==> src/rtl/kasirga_pipe_pkg.sv <==
// Shared definitions for the pipeline controller: trap cause codes and the
// sequencer state encoding.
package kasirga_pipe_pkg;

  typedef enum logic [2:0] {
    CAUSE_ILLEGAL          = 3'd0,
    CAUSE_BREAKPOINT       = 3'd1,
    CAUSE_ECALL_M          = 3'd2,
    CAUSE_LOAD_MISALIGNED  = 3'd3,
    CAUSE_STORE_MISALIGNED = 3'd4
  } exc_cause_e;

  typedef enum logic [1:0] {
    ST_RUN      = 2'd0,
    ST_DRAIN    = 2'd1,
    ST_COMMIT   = 2'd2,
    ST_REDIRECT = 2'd3
  } pipe_state_e;

  localparam int REDIRECT_CNT_W = 3;

endpackage

==> src/rtl/pipeline_controller_trap_priority_encoder.sv <==
// Combinational trap source select. Memory-stage exceptions belong to the
// oldest instruction and win over decode; within each stage the fixed order is
// store > load and illegal > breakpoint > ecall.
module trap_priority_encoder
  import kasirga_pipe_pkg::*;
(
  input  logic        i_dec_illegal,
  input  logic        i_dec_breakpoint,
  input  logic        i_dec_ecall,
  input  logic [31:0] i_dec_pc,
  input  logic        i_mem_load_misaligned,
  input  logic        i_mem_store_misaligned,
  input  logic [31:0] i_mem_pc,
  input  logic [31:0] i_mem_addr,
  output logic        o_mem_exc,
  output logic        o_dec_exc,
  output exc_cause_e  o_cause,
  output logic [31:0] o_pc,
  output logic [31:0] o_addr
);

  // Select cause, mepc and mtval of the highest-priority pending exception.
  always_comb begin
    o_mem_exc = i_mem_store_misaligned | i_mem_load_misaligned;
    o_dec_exc = i_dec_illegal | i_dec_breakpoint | i_dec_ecall;
    o_cause   = CAUSE_ILLEGAL;
    o_pc      = i_dec_pc;
    o_addr    = 32'd0;
    if (i_mem_store_misaligned) begin
      o_cause = CAUSE_STORE_MISALIGNED;
      o_pc    = i_mem_pc;
      o_addr  = i_mem_addr;
    end else if (i_mem_load_misaligned) begin
      o_cause = CAUSE_LOAD_MISALIGNED;
      o_pc    = i_mem_pc;
      o_addr  = i_mem_addr;
    end else if (i_dec_illegal) begin
      o_cause = CAUSE_ILLEGAL;
    end else if (i_dec_breakpoint) begin
      o_cause = CAUSE_BREAKPOINT;
    end else if (i_dec_ecall) begin
      o_cause = CAUSE_ECALL_M;
    end
  end

endmodule

==> src/rtl/pipeline_controller.sv <==
// Stall/flush sequencer for the 4-stage core. Merges stage stall requests,
// mispredicts, mret and exceptions into per-stage stall/flush, and serialises
// trap entry towards the CSR file.
// Optional build macro PIPE_CTRL_PERF_EN adds stall-cycle and trap counters.
//
// state       | meaning
// ------------+-------------------------------------------------------------
// ST_RUN      | normal flow; stalls/flushes derived from inputs
// ST_DRAIN    | trap captured, waiting for the memory stage to go idle
// ST_COMMIT   | one-cycle en_exception_o pulse with the captured fields
// ST_REDIRECT | fetch/decode held flushed while the trap vector is fetched
module pipeline_controller
  import kasirga_pipe_pkg::*;
#(
  parameter int REDIRECT_CYCLES = 2
) (
  input  logic        clk_i,
  input  logic        rst_i,
  input  logic        decode_stall_req_i,
  input  logic        exec_busy_i,
  input  logic        mem_busy_i,
  input  logic        branch_mispredict_i,
  input  logic        mret_i,
  input  logic        dec_illegal_i,
  input  logic        dec_breakpoint_i,
  input  logic        dec_ecall_i,
  input  logic [31:0] dec_pc_i,
  input  logic        mem_load_misaligned_i,
  input  logic        mem_store_misaligned_i,
  input  logic [31:0] mem_pc_i,
  input  logic [31:0] mem_addr_i,
  output logic        stall_fetch_o,
  output logic        stall_decode_o,
  output logic        stall_exec_o,
  output logic        stall_mem_o,
  output logic        flush_fetch_o,
  output logic        flush_decode_o,
  output logic        flush_exec_o,
  output logic        en_exception_o,
  output logic [2:0]  exception_cause_o,
  output logic [31:0] exception_adress_o,
  output logic [31:0] exception_program_counter_o
`ifdef PIPE_CTRL_PERF_EN
  ,
  output logic [31:0] perf_stall_cycles_o,
  output logic [15:0] perf_trap_count_o
`endif
);

  localparam logic [REDIRECT_CNT_W-1:0] REDIRECT_LOAD = REDIRECT_CNT_W'(REDIRECT_CYCLES);

  pipe_state_e                r_state;
  pipe_state_e                w_next_state;
  logic [REDIRECT_CNT_W-1:0]  r_cnt;
  logic [REDIRECT_CNT_W-1:0]  w_cnt_next;
  exc_cause_e                 r_cause;
  logic [31:0]                r_pc;
  logic [31:0]                r_addr;

  logic        w_mem_exc;
  logic        w_dec_exc;
  exc_cause_e  w_cause;
  logic [31:0] w_pc;
  logic [31:0] w_addr;
  logic        w_accept;
  logic        w_capture;
  logic        w_misp_flush;
  logic        w_any_stall_req;

  trap_priority_encoder u_trap_enc (
    .i_dec_illegal          (dec_illegal_i),
    .i_dec_breakpoint       (dec_breakpoint_i),
    .i_dec_ecall            (dec_ecall_i),
    .i_dec_pc               (dec_pc_i),
    .i_mem_load_misaligned  (mem_load_misaligned_i),
    .i_mem_store_misaligned (mem_store_misaligned_i),
    .i_mem_pc               (mem_pc_i),
    .i_mem_addr             (mem_addr_i),
    .o_mem_exc              (w_mem_exc),
    .o_dec_exc              (w_dec_exc),
    .o_cause                (w_cause),
    .o_pc                   (w_pc),
    .o_addr                 (w_addr)
  );

  // A decode exception behind a mispredict is on the wrong path and is dropped.
  assign w_accept        = w_mem_exc | (w_dec_exc & ~branch_mispredict_i);
  assign w_any_stall_req = mem_busy_i | exec_busy_i | decode_stall_req_i;

  // Next-state and per-stage stall/flush decode.
  always_comb begin
    w_next_state   = r_state;
    w_cnt_next     = r_cnt;
    w_capture      = 1'b0;
    w_misp_flush   = 1'b0;
    stall_fetch_o  = 1'b0;
    stall_decode_o = 1'b0;
    stall_exec_o   = 1'b0;
    stall_mem_o    = 1'b0;
    flush_fetch_o  = 1'b0;
    flush_decode_o = 1'b0;
    flush_exec_o   = 1'b0;
    en_exception_o = 1'b0;
    case (r_state)
      ST_RUN: begin
        // Mispredict input stays asserted while memory is busy, so it is simply withheld.
        w_misp_flush   = branch_mispredict_i & ~mem_busy_i;
        stall_mem_o    = mem_busy_i;
        stall_exec_o   = mem_busy_i | exec_busy_i;
        stall_decode_o = mem_busy_i | exec_busy_i;
        stall_fetch_o  = mem_busy_i | exec_busy_i | (decode_stall_req_i & ~w_misp_flush);
        if (w_misp_flush) begin
          flush_fetch_o  = 1'b1;
          flush_decode_o = 1'b1;
        end
        if (mret_i && !w_any_stall_req) begin
          flush_fetch_o = 1'b1;
        end
        if (w_accept) begin
          flush_fetch_o  = 1'b1;
          flush_decode_o = 1'b1;
          flush_exec_o   = w_mem_exc;
          w_capture      = 1'b1;
          w_next_state   = mem_busy_i ? ST_DRAIN : ST_COMMIT;
        end
      end
      ST_DRAIN: begin
        stall_fetch_o  = 1'b1;
        flush_fetch_o  = 1'b1;
        flush_decode_o = 1'b1;
        if (!mem_busy_i) begin
          w_next_state = ST_COMMIT;
        end
      end
      ST_COMMIT: begin
        en_exception_o = 1'b1;
        w_cnt_next     = REDIRECT_LOAD;
        w_next_state   = ST_REDIRECT;
      end
      ST_REDIRECT: begin
        flush_fetch_o  = 1'b1;
        flush_decode_o = 1'b1;
        w_cnt_next     = r_cnt - 1'b1;
        if (r_cnt <= 1) begin
          w_next_state = ST_RUN;
        end
      end
      default: w_next_state = ST_RUN;
    endcase
  end

  // State, redirect counter and trap capture registers.
  always_ff @(posedge clk_i) begin
    if (!rst_i) begin
      r_state <= ST_RUN;
      r_cnt   <= '0;
      r_cause <= CAUSE_ILLEGAL;
      r_pc    <= 32'd0;
      r_addr  <= 32'd0;
    end else begin
      r_state <= w_next_state;
      r_cnt   <= w_cnt_next;
      if (w_capture) begin
        r_cause <= w_cause;
        r_pc    <= w_pc;
        r_addr  <= w_addr;
      end
    end
  end

  assign exception_cause_o           = r_cause;
  assign exception_adress_o          = r_addr;
  assign exception_program_counter_o = r_pc;

`ifdef PIPE_CTRL_PERF_EN
  logic [31:0] r_perf_stall;
  logic [15:0] r_perf_trap;

  // Free-running wrap-around counters of fetch-stall cycles and committed traps.
  always_ff @(posedge clk_i) begin
    if (!rst_i) begin
      r_perf_stall <= 32'd0;
      r_perf_trap  <= 16'd0;
    end else begin
      if (stall_fetch_o) r_perf_stall <= r_perf_stall + 32'd1;
      if (r_state == ST_COMMIT) r_perf_trap <= r_perf_trap + 16'd1;
    end
  end

  assign perf_stall_cycles_o = r_perf_stall;
  assign perf_trap_count_o   = r_perf_trap;
`else
  // Default build carries no performance counters.
`endif

endmodule

==> config.mk <==
export PLATFORM = sky130hd
export DESIGN_NAME = pipeline_controller
export DESIGN_NICKNAME = d
export VERILOG_FILES = /design/src/rtl/kasirga_pipe_pkg.sv /design/src/rtl/pipeline_controller_trap_priority_encoder.sv /design/src/rtl/pipeline_controller.sv
export SDC_FILE = /design/constraint.sdc
export NUM_CORES = 1
export LEC_CHECK = 0
export CORE_UTILIZATION = 39
export CTS_BUF_LIST = sky130_fd_sc_hd__clkbuf_8
export DETAILED_ROUTE_END_ITERATION = 16
export GPL_TIMING_DRIVEN = 0
export PLACE_DENSITY = 0.83
export SLEW_MARGIN = 20
export SYNTH_ARGS = -nofsm -noshare
export SYNTH_HDL_FRONTEND = slang
export SYNTH_SLANG_ARGS = --single-unit
==> constraint.sdc <==
create_clock -name clk_i -period 2.1 [get_ports clk_i]
set_input_delay 0.42 -clock clk_i [delete_from_list [all_inputs] [get_ports clk_i]]
set_output_delay 0.42 -clock clk_i [all_outputs]
set_load 0.02 [all_outputs]
==> results of run 1 <==
## sequential cells by signal, summed over array words and instances (netlist names)
| signal | flops |
|---|---|
| r_state | 2 |
| exception_cause_o | 3 |
| r_cnt | 3 |
| exception_adress_o | 32 |
| exception_program_counter_o | 32 |
## worst max-delay path, delay by kind of cell, from the launching register on
kind                     cells  cell delay (ns)
adder cells (fa/ha/maj)      1             0.16
buffers and inverters        4             0.59
AO/OA/AOI/OAI                1             0.15
flip-flops                   1             0.35
## what timing repair did
action | 4_1_cts | 5_1_grt
gates resized for setup | 42 | 12
pin swaps | 2 | 2
buffers inserted | 7 | 2
endpoints found under the setup margin | 8 | 6
## power groups by stage
stage               sequential [mW]  combinational [mW]  clock, mW
floorplan                      2.28                1.01          0
global placement               1.90                2.54          0
detailed placement             1.92                2.59          0
CTS                            1.89                2.71       1.06
global route                   1.93                2.95       1.13
finish                         1.89                2.76       1.04
## synth_stat cells (all sizes together)
cell type,count
o311a,1
inv,7
a22o,32
nor3,1
nor2,4
nor3b,1
a21o,1
o21ai,11
mux2i,34
nand4,2
buf,16
o221a,1
and2,4
o211ai,1
o21ba,1
o211a,33
nand2,7
nand3,33
clkbuf,12
o2111ai,2
and3,1
a21oi,1
nor2b,7
a21boi,1
a31oi,1
ha,6
dfxtp,72
## how the worst min path moves through the flow
stage	end	slack [ns]	cells after the start	start
after floorplan	r_cnt[1]	0.51	1	r_cnt[1]
after global placement	exception_cause_o[2]	0.44	2	exception_cause_o[2]
after detailed placement	exception_cause_o[2]	0.44	2	exception_cause_o[2]
after CTS	exception_cause_o[2]	0.43	3	rst_i
after global routing	exception_cause_o[2]	0.47	3	rst_i
final	exception_cause_o[2]	0.44	3	rst_i
## area by class of cell
class                      instances  area, sq um
fill                             590         2354
timing repair buffer             190         1873
multi-input combinational        186         1528
sequential                        72         1444
buffer                            28        190.2
tap                              102        127.6
clock buffer                       9        123.9
clock inverter                     7        61.31
inverter                           7        26.28
## metal layers
| metal | vias to the layer above | routed length [um] | track usage |
|---|---|---|---|
| li1 | 1499 | - | - |
| met1 | 1437 | 4034 | 0.2799 |
| met2 | 105 | 4843 | 0.4053 |
| met3 | 18 | 510 | 0.05276 |
| met4 | 0 | 213 | 0.1032 |
| met5 | - | 0 | 0 |
## cells by family after synthesis
family                   after synthesis
AO/OA/AOI/OAI                         86
flip-flops                            72
AND/OR/NAND/NOR                       60
buffers and inverters                 35
multiplexers                          34
adder cells (fa/ha/maj)                6
## per-stage QoR
| stage | power (mW) | setup TNS (ns) |
|---|---|---|
| 3_3_place_gp | 4.444 | -8.769 |
| 3_5_place_dp | 4.504 | -11.03 |
| 2_1_floorplan | 3.294 | 0 |
| 4_1_cts | 5.665 | 0 |
| 6_report | 5.694 | 0 |
| 5_1_grt | 6.013 | 0 |
==> results.md, run 1 <==
* GR Overflow Total at 0
* Clock sink count at 72
* Critical Path Source Type: flip-flop
* FF+latch count, synth at 72
* Final hold vios at 0
* Drt drc at 0
* Area Overhead vs Synth at 73.12%
* Register share of total power at 0.332
* Iter 0 DRT Violations at 74
* Placed cell count at 576
* Share of cells above drive strength 1 at 0.1202
* Clock share of power at 0.182
* Fin util at 0.6954
* R2r setup slk at 0.37 ns
* Placed cell area at 0.005046 sq mm
* Worst hold slack at 0.4400 ns
* FF-to-FF path depth at 9
* H-tree levels at 3
* Die Y at 91.22 um
* Die width at 91.22 um
* Max_slew headroom at 0.6591
* Simple-gate area share of the yosys netlist at 0.1028
* Rows at 32
* CP max stage cell: dfxtp_2
* Mux cell area share after synthesis at 0.1096
* Vias in the first global route at 3098
* MaxCap Viol Count at 0
* Hold buffer count at cts at 0
* Syn Nets at 407
* Core Area at 0.007727 sq mm
* Most common cell after layout, fill and taps aside: clkdlybuf4s50_1
* Post-synthesis sequential area ratio at 0.4643
* Main combinational cell family by area after synthesis: compound AO/OA/AOI/OAI gates
* DRT Pass-1 Iters at 4
* Crit path kind: reg -> out
* Fin area at 0.005374 sq mm
* Critical path origin: r_state[0]
* Max clock buf depth at 2
* Reg2reg start: r_state[0]
* Worst Clk Skew at 0.01345 ns
* Starting density of the core at 0.4017
* Pins Over Slew Limit at 0
* Ant. Diodes at 0
* Mapped Cells at 293
* Commonest non-fill, non-tap cells in the layout: clkdlybuf4s50_1 (168), dfxtp_1 (70), mux2i_1 (34)
* Post-place setup slack at -0.7179 ns
* RSZ-0062 raised after global routing: false
* Critical Path Sink Type: output pin
* CTS Buf Count at 9
* Initial antenna violation count at 0
* Worst-margin pin slew at 0.5113 ns
* First-pass GRT wire length at 15.48 mm
* Ys Warns at 0
* # setup viols final at 0
* Via/cell ratio at 5.090
* Sw power at 2.117 mW
* Fin nets at 608
* Largest net degree at the start of global routing at 16
* Drt wl/cell at 15.98 um
* TritonCTS clock tree: yes
* Peak VDD IR at 607.0 uV
* Yosys top cell by area: dfxtp_1
* Leak at 2.395 nW
* Gpl congestion at 0.7341
* Sw frac at 0.3718
* Max stage delay on crit path at 0.35 ns
* RR Endpoint: exception_program_counter_o[14]
* GRT Util Overall at 0.2355
* Power per Cell Area at 1060 mW/mm^2
* Area share of the largest cell type after synthesis at 0.4643
* Number of port buffers at 181
* Fmax at 489.9 MHz
* Synth Area in Adders at 0.02418
* Internal at 3.577 mW
* Tcrit/Tclk final at 0.9720
* PnR worst setup slack at 0.05872 ns
* Top cells by area, synth: dfxtp_1 (46%), mux2i_1 (11%), o211a_1 (11%)
* Clk pin slew, worst setup/hold paths at 0.08 ns
* Min Tclk post-route at 2.041 ns
* Finished Layout Cells at 601
* Dpl hpwl at 7.198 mm
* Compound-Gate Fraction of Synth Area at 0.2435
* Clock latency on the worst-skew pair at 0.35 ns
* Worst-path cell chain: inv_2 -> ha_4 -> buf_8 -> clkbuf_16 -> a21o_1 -> clkdlybuf4s15_1
* Clk root buf: clkbuf_8
* Die area at 0.008320 sq mm
* Syn Area/Cell at 10.59 sq um
* Worst Path Max Fanout at 10
* WP data required at 1.68 ns
* Worst hold path class: in -> reg
* Data arrival time of the worst path at 1.62 ns
* WL final at 9.602 mm
* Gate power share at 0.485
* Final ANT Viol Nets at 0
* Status: complete, no violations
* Netlist Area Pre-Place at 0.003104 sq mm
* Vias at 3059
* Synth cell types at 33
* Xor/xnor share of the synthesized area at 0
* I/O pin cnt at 183
* Setup crit end: stall_fetch_o
Note: power is estimated with default switching activity, not from simulation.
==> inputs of run 2 (changes only) <==
- CORE_ASPECT_RATIO: unset -> 1.1
==> run 2 against run 1 <==
Sequential power hardly changed. Clock power hardly changed. Sequential share of layout area hardly changed. Non-clock buffer count is 1 higher. First-iteration DRC count rose by 28%. Cell area hardly changed. Total power decreased by 0.88%. Clock skew decreased by 0.00084 ns. Largest power group unchanged.
==> results.md, run 2 (synthesized netlist as in run 1, its figures left out) <==
* Status: complete, no violations
* Sum Neg Setup Slack at 0 ns (unchanged)
* Worst hold path class: in -> reg
* Min Tclk post-route at 2.060 ns (+0.01847 ns)
* Fmax at 485.5 MHz (-0.90%)
* Hold buffer count at cts at 0 (unchanged)
* Placed cell count at 579 (+0.52%)
* Die area at 0.008321 sq mm (about the same)
* Fin area at 0.005376 sq mm (about the same)
* Rows at 33 (+3.1%)
* # setup viols final at 0 (unchanged)
* WP data required at 1.68 ns (about the same)
* Met2 Wirelength at 5.001 mm (+3.3%)
* Area of the multi-input gates at 0.001528 sq mm (unchanged)
* H-tree levels at 3 (unchanged)
* Total Power at 5.644 mW (-0.88%)
* Critical Path Source Type: flip-flop
* Core Area at 0.007597 sq mm (-1.7%)
* Clk pin slew, worst setup/hold paths at 0.08 ns (about the same)
* Placed cell area at 0.005050 sq mm (about the same)
* Sequential standard cell area at 0.001444 sq mm (unchanged)
* Ant. Diodes at 0 (unchanged)
* Via/cell ratio at 5.107 (+0.35%)
* Drt wl/cell at 15.99 um (about the same)
* Critical Path Sink Type: output pin
* TritonCTS clock tree: yes
* Pins Over Slew Limit at 0 (unchanged)
* Gpl congestion at 0.6972 (-5.0%)
* Drt drc at 0 (unchanged)
* Die Y at 95.57 um (+4.8%)
* Tcrit/Tclk final at 0.9808 (+0.008794)
* Most common cell after layout, fill and taps aside: clkdlybuf4s50_1
* Crit path kind: reg -> out
* Die width at 87.07 um (-4.5%)
* Final hold vios at 0 (unchanged)
* Final ANT Viol Nets at 0 (unchanged)
* Vias in the first global route at 3126 (+0.90%)
* WL final at 9.675 mm (+0.76%)
* Starting density of the core at 0.4086 (+0.006881)
* CTS Buf Count at 9 (unchanged)
* Initial antenna violation count at 0 (unchanged)
* GRT Util Overall at 0.2319 (-0.003591)
* Clock latency on the worst-skew pair at 0.36 ns (about the same)
* Iter 0 DRT Violations at 95 (+28%)
* Commonest non-fill, non-tap cells in the layout: clkdlybuf4s50_1 (169), dfxtp_1 (70), mux2i_1 (34)
* WL met3 at 660 um (+29%)
* Max_slew headroom at 0.6663 (+0.007245)
* Clock sink count at 72 (unchanged)
* Worst Clk Skew at 0.01262 ns (-0.0008354 ns)
* Share of cells above drive strength 1 at 0.1220 (+0.001760)
* Fin nets at 609 (+0.16%)
* Worst-margin pin slew at 0.5005 ns (-0.01087 ns)
* WL met1 at 3.785 mm (-6.2%)
* Largest net degree at the start of global routing at 16 (unchanged)
* First-pass GRT wire length at 14.71 mm (-4.9%)
* Area Overhead vs Synth at 73.20% (about the same)
* Vias at 3090 (+1.0%)
* DRT Pass-1 Iters at 4 (unchanged)
* Max clock buf depth at 2 (unchanged)
* Worst hold slack at 0.4238 ns (-0.01615 ns)
* GR Overflow Total at 0 (unchanged)
* Leak at 2.394 nW (about the same)
* # fillers at 605 (+2.5%)
* Data arrival time of the worst path at 1.64 ns (+0.02 ns)
* Number of port buffers at 181 (unchanged)
* Finished Layout Cells at 605 (+0.67%)
* Power per Cell Area at 1050 mW/mm^2 (-0.93%)
* Clk root buf: clkbuf_8
* MaxCap Viol Count at 0 (unchanged)
* I/O pin cnt at 183 (unchanged)
* Worst Path Max Fanout at 10 (unchanged)
* Dpl hpwl at 7.261 mm (+0.89%)
* Peak VDD IR at 626.9 uV (+3.3%)
* Highest Signal Layer: met4
-- run 2: worst max-delay path, cell delays in order, from the launching register on --
cell,delay [ns]
dfxtp_2,0.35
inv_2,0.05
ha_4,0.15
clkbuf_8,0.14
clkbuf_8,0.15
a21o_1,0.15
clkdlybuf4s15_1,0.28
-- run 2: stage by stage --
step                      worst slack, ns  utilization
after CTS                       0.0002363       0.7004
after global placement            -0.7721       0.6647
after floorplan                   0.03471            -
final                             0.04025       0.7077
after detailed placement          -0.8009       0.6647
after global routing            -0.001624       0.7077
-- run 2: what timing repair did --
action | in CTS | in global routing
resized for setup | 39 | 10
setup buffers | 7 | 3
setup endpoints to repair | 8 | 6
cloned | 0 | 0
pin swaps | 4 | 3
-- run 2: power by group --
group,switching [mW],internal (mW)
Sequential,0.183,1.71
Combinational,1.34,1.38
Clock,0.590,0.448
Total,2.11,3.54
-- run 2: cell type report --
type                            instances  share of cell area
Multi-Input combinational cell        186              0.2842
Clock buffer                            9             0.02304
Tap cell                              105             0.02444
Timing Repair Buffer                  191              0.3507
Clock inverter                          7             0.01117
Buffer                                 28             0.03305
Inverter                                7            0.004887
Sequential cell                        72              0.2686
-- run 2: path summary, 6_finish.rpt --
check	startpoint	to	slack, ns	cells past startpoint
setup reg to reg	r_state[0]	exception_program_counter_o[26]	0.49	7
hold reg to reg	exception_cause_o[2]	exception_cause_o[2]	0.46	2
setup / recovery	r_state[0]	stall_fetch_o	0.04	6
hold / removal	rst_i	exception_cause_o[2]	0.42	3
-- run 2: metal layers --
| layer | up-vias | track usage |
|---|---|---|
| met5 | - | 0 |
| met4 | 0 | 0.1028 |
| met3 | 21 | 0.06061 |
| met2 | 117 | 0.4219 |
| met1 | 1450 | 0.2515 |
| li1 | 1502 | - |
==> inputs of run 3 (changes only) <==
- CORE_UTILIZATION: 39 -> 40
- PLACE_DENSITY: 0.83 -> 0.8
- SYNTH_HIERARCHICAL: unset -> 1
- clock period: 2.1 -> 2.5 ns (I/O delays scaled with it)
==> run 3 against run 2 <==
Non-clock buffer count rose by 1. First-iteration DRC count fell by 47%. Critical path depth fell by 1. Via count rose by 15%. Global-route usage fell by 1.7 points. Final cell count rose by 23%. Sequential power fell by 24%. Routed wire length rose by 5.5%. Largest power group unchanged. Highest routed layer unchanged.
==> results.md, run 3 <==
* Most instantiated library cell after synthesis: nand2_1
* Synth cell types at 39 (+18%)
* Area Overhead vs Synth at 60.68%
* Register share of total power at 0.340 (+0.005)
* Clock latency on the worst-skew pair at 0.34 ns (-0.02 ns)
* Starting density of the core at 0.4153 (+0.006667)
* Ant. Diodes at 0 (unchanged)
* Iter 0 DRT Violations at 50 (-47%)
* TritonCTS clock tree: yes
* Top cells by area, synth: dfxtp_1 (39%), nand2_1 (14%), a21boi_0 (8.3%)
* CP top delay family: buffers and inverters
* Yosys top cell by area: dfxtp_1
* Sw frac at 0.3435 (-0.03015)
* Top post-synthesis cells by count: nand2_1 (138), dfxtp_1 (72), a21boi_0 (41), nor2b_1 (34), a21boi_1 (26)
* Number of port buffers at 181 (unchanged)
* Netlist Area Pre-Place at 0.003704 sq mm (+19%)
* Hold Path Origin: exception_adress_o[14]
* Peak VDD IR at 401.4 uV (-36%)
* RR Endpoint: exception_cause_o[1]
* Clock sink count at 72 (unchanged)
* Status: complete, no violations
* Max stage delay on crit path at 0.59 ns (+0.24 ns)
* Crit path kind: reg -> out
* Post-synthesis sequential area ratio at 0.3892 (-0.07514)
* Power per Cell Area at 705.2 mW/mm^2 (-33%)
* Worst-margin pin slew at 0.4774 ns (-0.02304 ns)
* Die area at 0.009648 sq mm (+16%)
* FF+latch count, synth at 72 (unchanged)
* Gpl congestion at 0.7193 (+3.2%)
* WP data required at 2.00 ns (+0.32 ns)
* Worst Hold End: exception_adress_o[14]
* H-tree levels at 3 (unchanged)
* Post-place setup slack at -1.035 ns (-0.2340 ns)
* Commonest non-fill, non-tap cells in the layout: clkdlybuf4s50_1 (169), nand2_1 (138), dfxtp_1 (70)
* Clk root buf: clkbuf_8
* First-pass GRT wire length at 16.33 mm (+11%)
* Rows at 36 (+9.1%)
* Drt drc at 0 (unchanged)
* Worst-path cell chain: inv_1 -> ha_1 -> buf_4 -> and2_1 -> clkdlybuf4s50_1
* PnR worst setup slack at 0.05328 ns (+0.01302 ns)
* Vias in the first global route at 3540 (+13%)
* GRT Util Overall at 0.2152 (-0.01669)
* FF-to-FF path depth at 8 (+1)
* CP max stage cell: clkdlybuf4s50_1
* Area share of the largest cell type after synthesis at 0.3892 (-0.07514)
* Internal at 2.755 mW (-22%)
* Commonest register cell after synthesis: dfxtp_1
* Syn Area/Cell at 8.673 sq um (-18%)
* Final ANT Viol Nets at 0 (unchanged)
* Share of cells above drive strength 1 at 0.1460 (+0.02403)
* Largest net degree at the start of global routing at 20 (+4)
* Tcrit/Tclk final at 0.9787
* Async SR Flop Fraction at 0 (unchanged)
* Worst Clk Skew at 0.01042 ns (-0.002198 ns)
* Sw power at 1.441 mW (-32%)
* Clk pin slew, worst setup/hold paths at 0.08 ns (about the same)
* Critical Path Source Type: flip-flop
* Critical Path Sink Type: output pin
* Min Tclk post-route at 2.447 ns
* Mapped Cells at 427 (+46%)
* Final hold vios at 0 (unchanged)
* Ys Warns at 6 (+6)
* Sum Neg Setup Slack at 0 ns (unchanged)
* RSZ-0062 raised after global routing: false
* Core Area at 0.008919 sq mm (+17%)
* Leak at 2.405 nW (+0.46%)
* # setup viols final at 0 (unchanged)
* Gate power share at 0.411 (-0.070)
* Die width at 93.75 um (+7.7%)
* Initial antenna violation count at 0 (unchanged)
* Sequential standard cell area at 0.001444 sq mm (unchanged)
* Post-synth EDFFs at 0 (unchanged)
* Data arrival time of the worst path at 1.95 ns (+0.31 ns)
* Drt wl/cell at 13.72 um (-14%)
* MaxCap Viol Count at 0 (unchanged)
* DRT Pass-1 Iters at 6 (+2)
* Worst Path Max Fanout at 10 (unchanged)
* WL final at 10.21 mm (+5.5%)
* Syn Nets at 541 (+33%)
* WP buf/inv at 3 (-1)
* I/O pin cnt at 183 (unchanged)
* GR Overflow Total at 0 (unchanged)
* Via/cell ratio at 4.777 (-6.5%)
* Dpl hpwl at 7.881 mm (+8.5%)
* R2r setup slk at 0.77 ns (+0.28 ns)
* WHS Path Cells at 2 (-1)
* Pins Over Slew Limit at 0 (unchanged)
* Clock share of power at 0.249 (+0.065)
* Fin nets at 739 (+21%)
* Max_slew headroom at 0.6817 (+0.01536)
* Die Y at 102.9 um (+7.7%)
* Worst hold path class: reg -> reg
* Vias at 3554 (+15%)
* Fmax at 408.7 MHz
* # fillers at 742 (+23%)
* Area of the multi-input gates at 0.002027 sq mm (+33%)
* Max clock buf depth at 2 (unchanged)
* Most common cell after layout, fill and taps aside: clkdlybuf4s50_1
* CTS Buf Count at 9 (unchanged)
* Reg2reg start: r_state[0]
-- run 3: worst reg2reg max path, cell delays in order, from the launching register on --
cell	delay [ns]
dfxtp_2	0.37
inv_1	0.07
ha_1	0.24
buf_4	0.20
o21ai_4	0.09
buf_4	0.18
buf_2	0.22
nand2_1	0.08
a21boi_0	0.20
-- run 3: stage by stage --
stage / power, mW / instance area (sq um) / hold WS [ns] / utilization / cells
after global routing: 4.455 / 5951 / 0.4671 / 0.6672 / 744
after CTS: 4.238 / 5907 / 0.4558 / 0.6623 / 740
after detailed placement: 3.190 / 5658 / 0.4440 / 0.6344 / 722
after floorplan: 2.412 / 3704 / 0.4677 / - / 427
final: 4.196 / 5951 / 0.4541 / 0.6672 / 744
after global placement: 3.142 / 5658 / 0.4409 / 0.6344 / 722
-- run 3: cell families (layout without fill, tap and decap cells) --
logic type	after synthesis	count (layout)	share of synthesized area
compound gates	85	85	0.1811
buf+inv	42	245	0.06486
mux	34	34	0.1199
simple gates	188	188	0.2247
flops	72	72	0.3892
fa+ha+maj	6	6	0.02027
-- run 3: how the worst max path moves through the flow --
stage	start	to	slack [ns]	cells after the start
global route	r_state[0]	stall_mem_o	0.0006	5
finish	r_state[0]	stall_mem_o	0.05	5
CTS	dec_ecall_i	flush_fetch_o	-0.15	8
global placement	mem_store_misaligned_i	flush_fetch_o	-0.97	10
detailed placement	mem_store_misaligned_i	flush_fetch_o	-1.03	10
floorplan	mem_load_misaligned_i	flush_fetch_o	0.10	8
-- run 3: what timing repair did --
item | CTS | global route
endpoints found under the setup margin | 6 | 4
hold buffers | 0 | 0
cloned | 0 | 0
setup buffers | 3 | 5
pin swaps | 2 | 3
resized for setup | 19 | 8
-- run 3: power groups by stage --
stage | clock (mW) | sequential [mW] | combinational, mW
finish | 1.05 | 1.43 | 1.72
global route | 1.13 | 1.45 | 1.88
global placement | 0 | 1.44 | 1.70
detailed placement | 0 | 1.45 | 1.74
floorplan | 0 | 1.64 | 0.772
CTS | 1.07 | 1.42 | 1.74
-- run 3: layout make-up --
class | instances | area share
Clock inverter | 6 | 0.01535
Clock buffer | 10 | 0.02313
Multi-Input combinational cell | 313 | 0.3406
Inverter | 9 | 0.005677
Timing Repair Buffer | 189 | 0.3146
Tap cell | 114 | 0.02397
Buffer | 31 | 0.03406
Sequential cell | 72 | 0.2426
-- run 3: layer usage --
layer	wire length (um)	vias up	global-route usage	share of wire
li1	-	1781	-	-
met1	4082	1634	0.2386	0.40
met2	5186	124	0.3930	0.51
met3	742	15	0.05973	0.073
met4	199	0	0.07692	0.019
met5	0	-	0	0
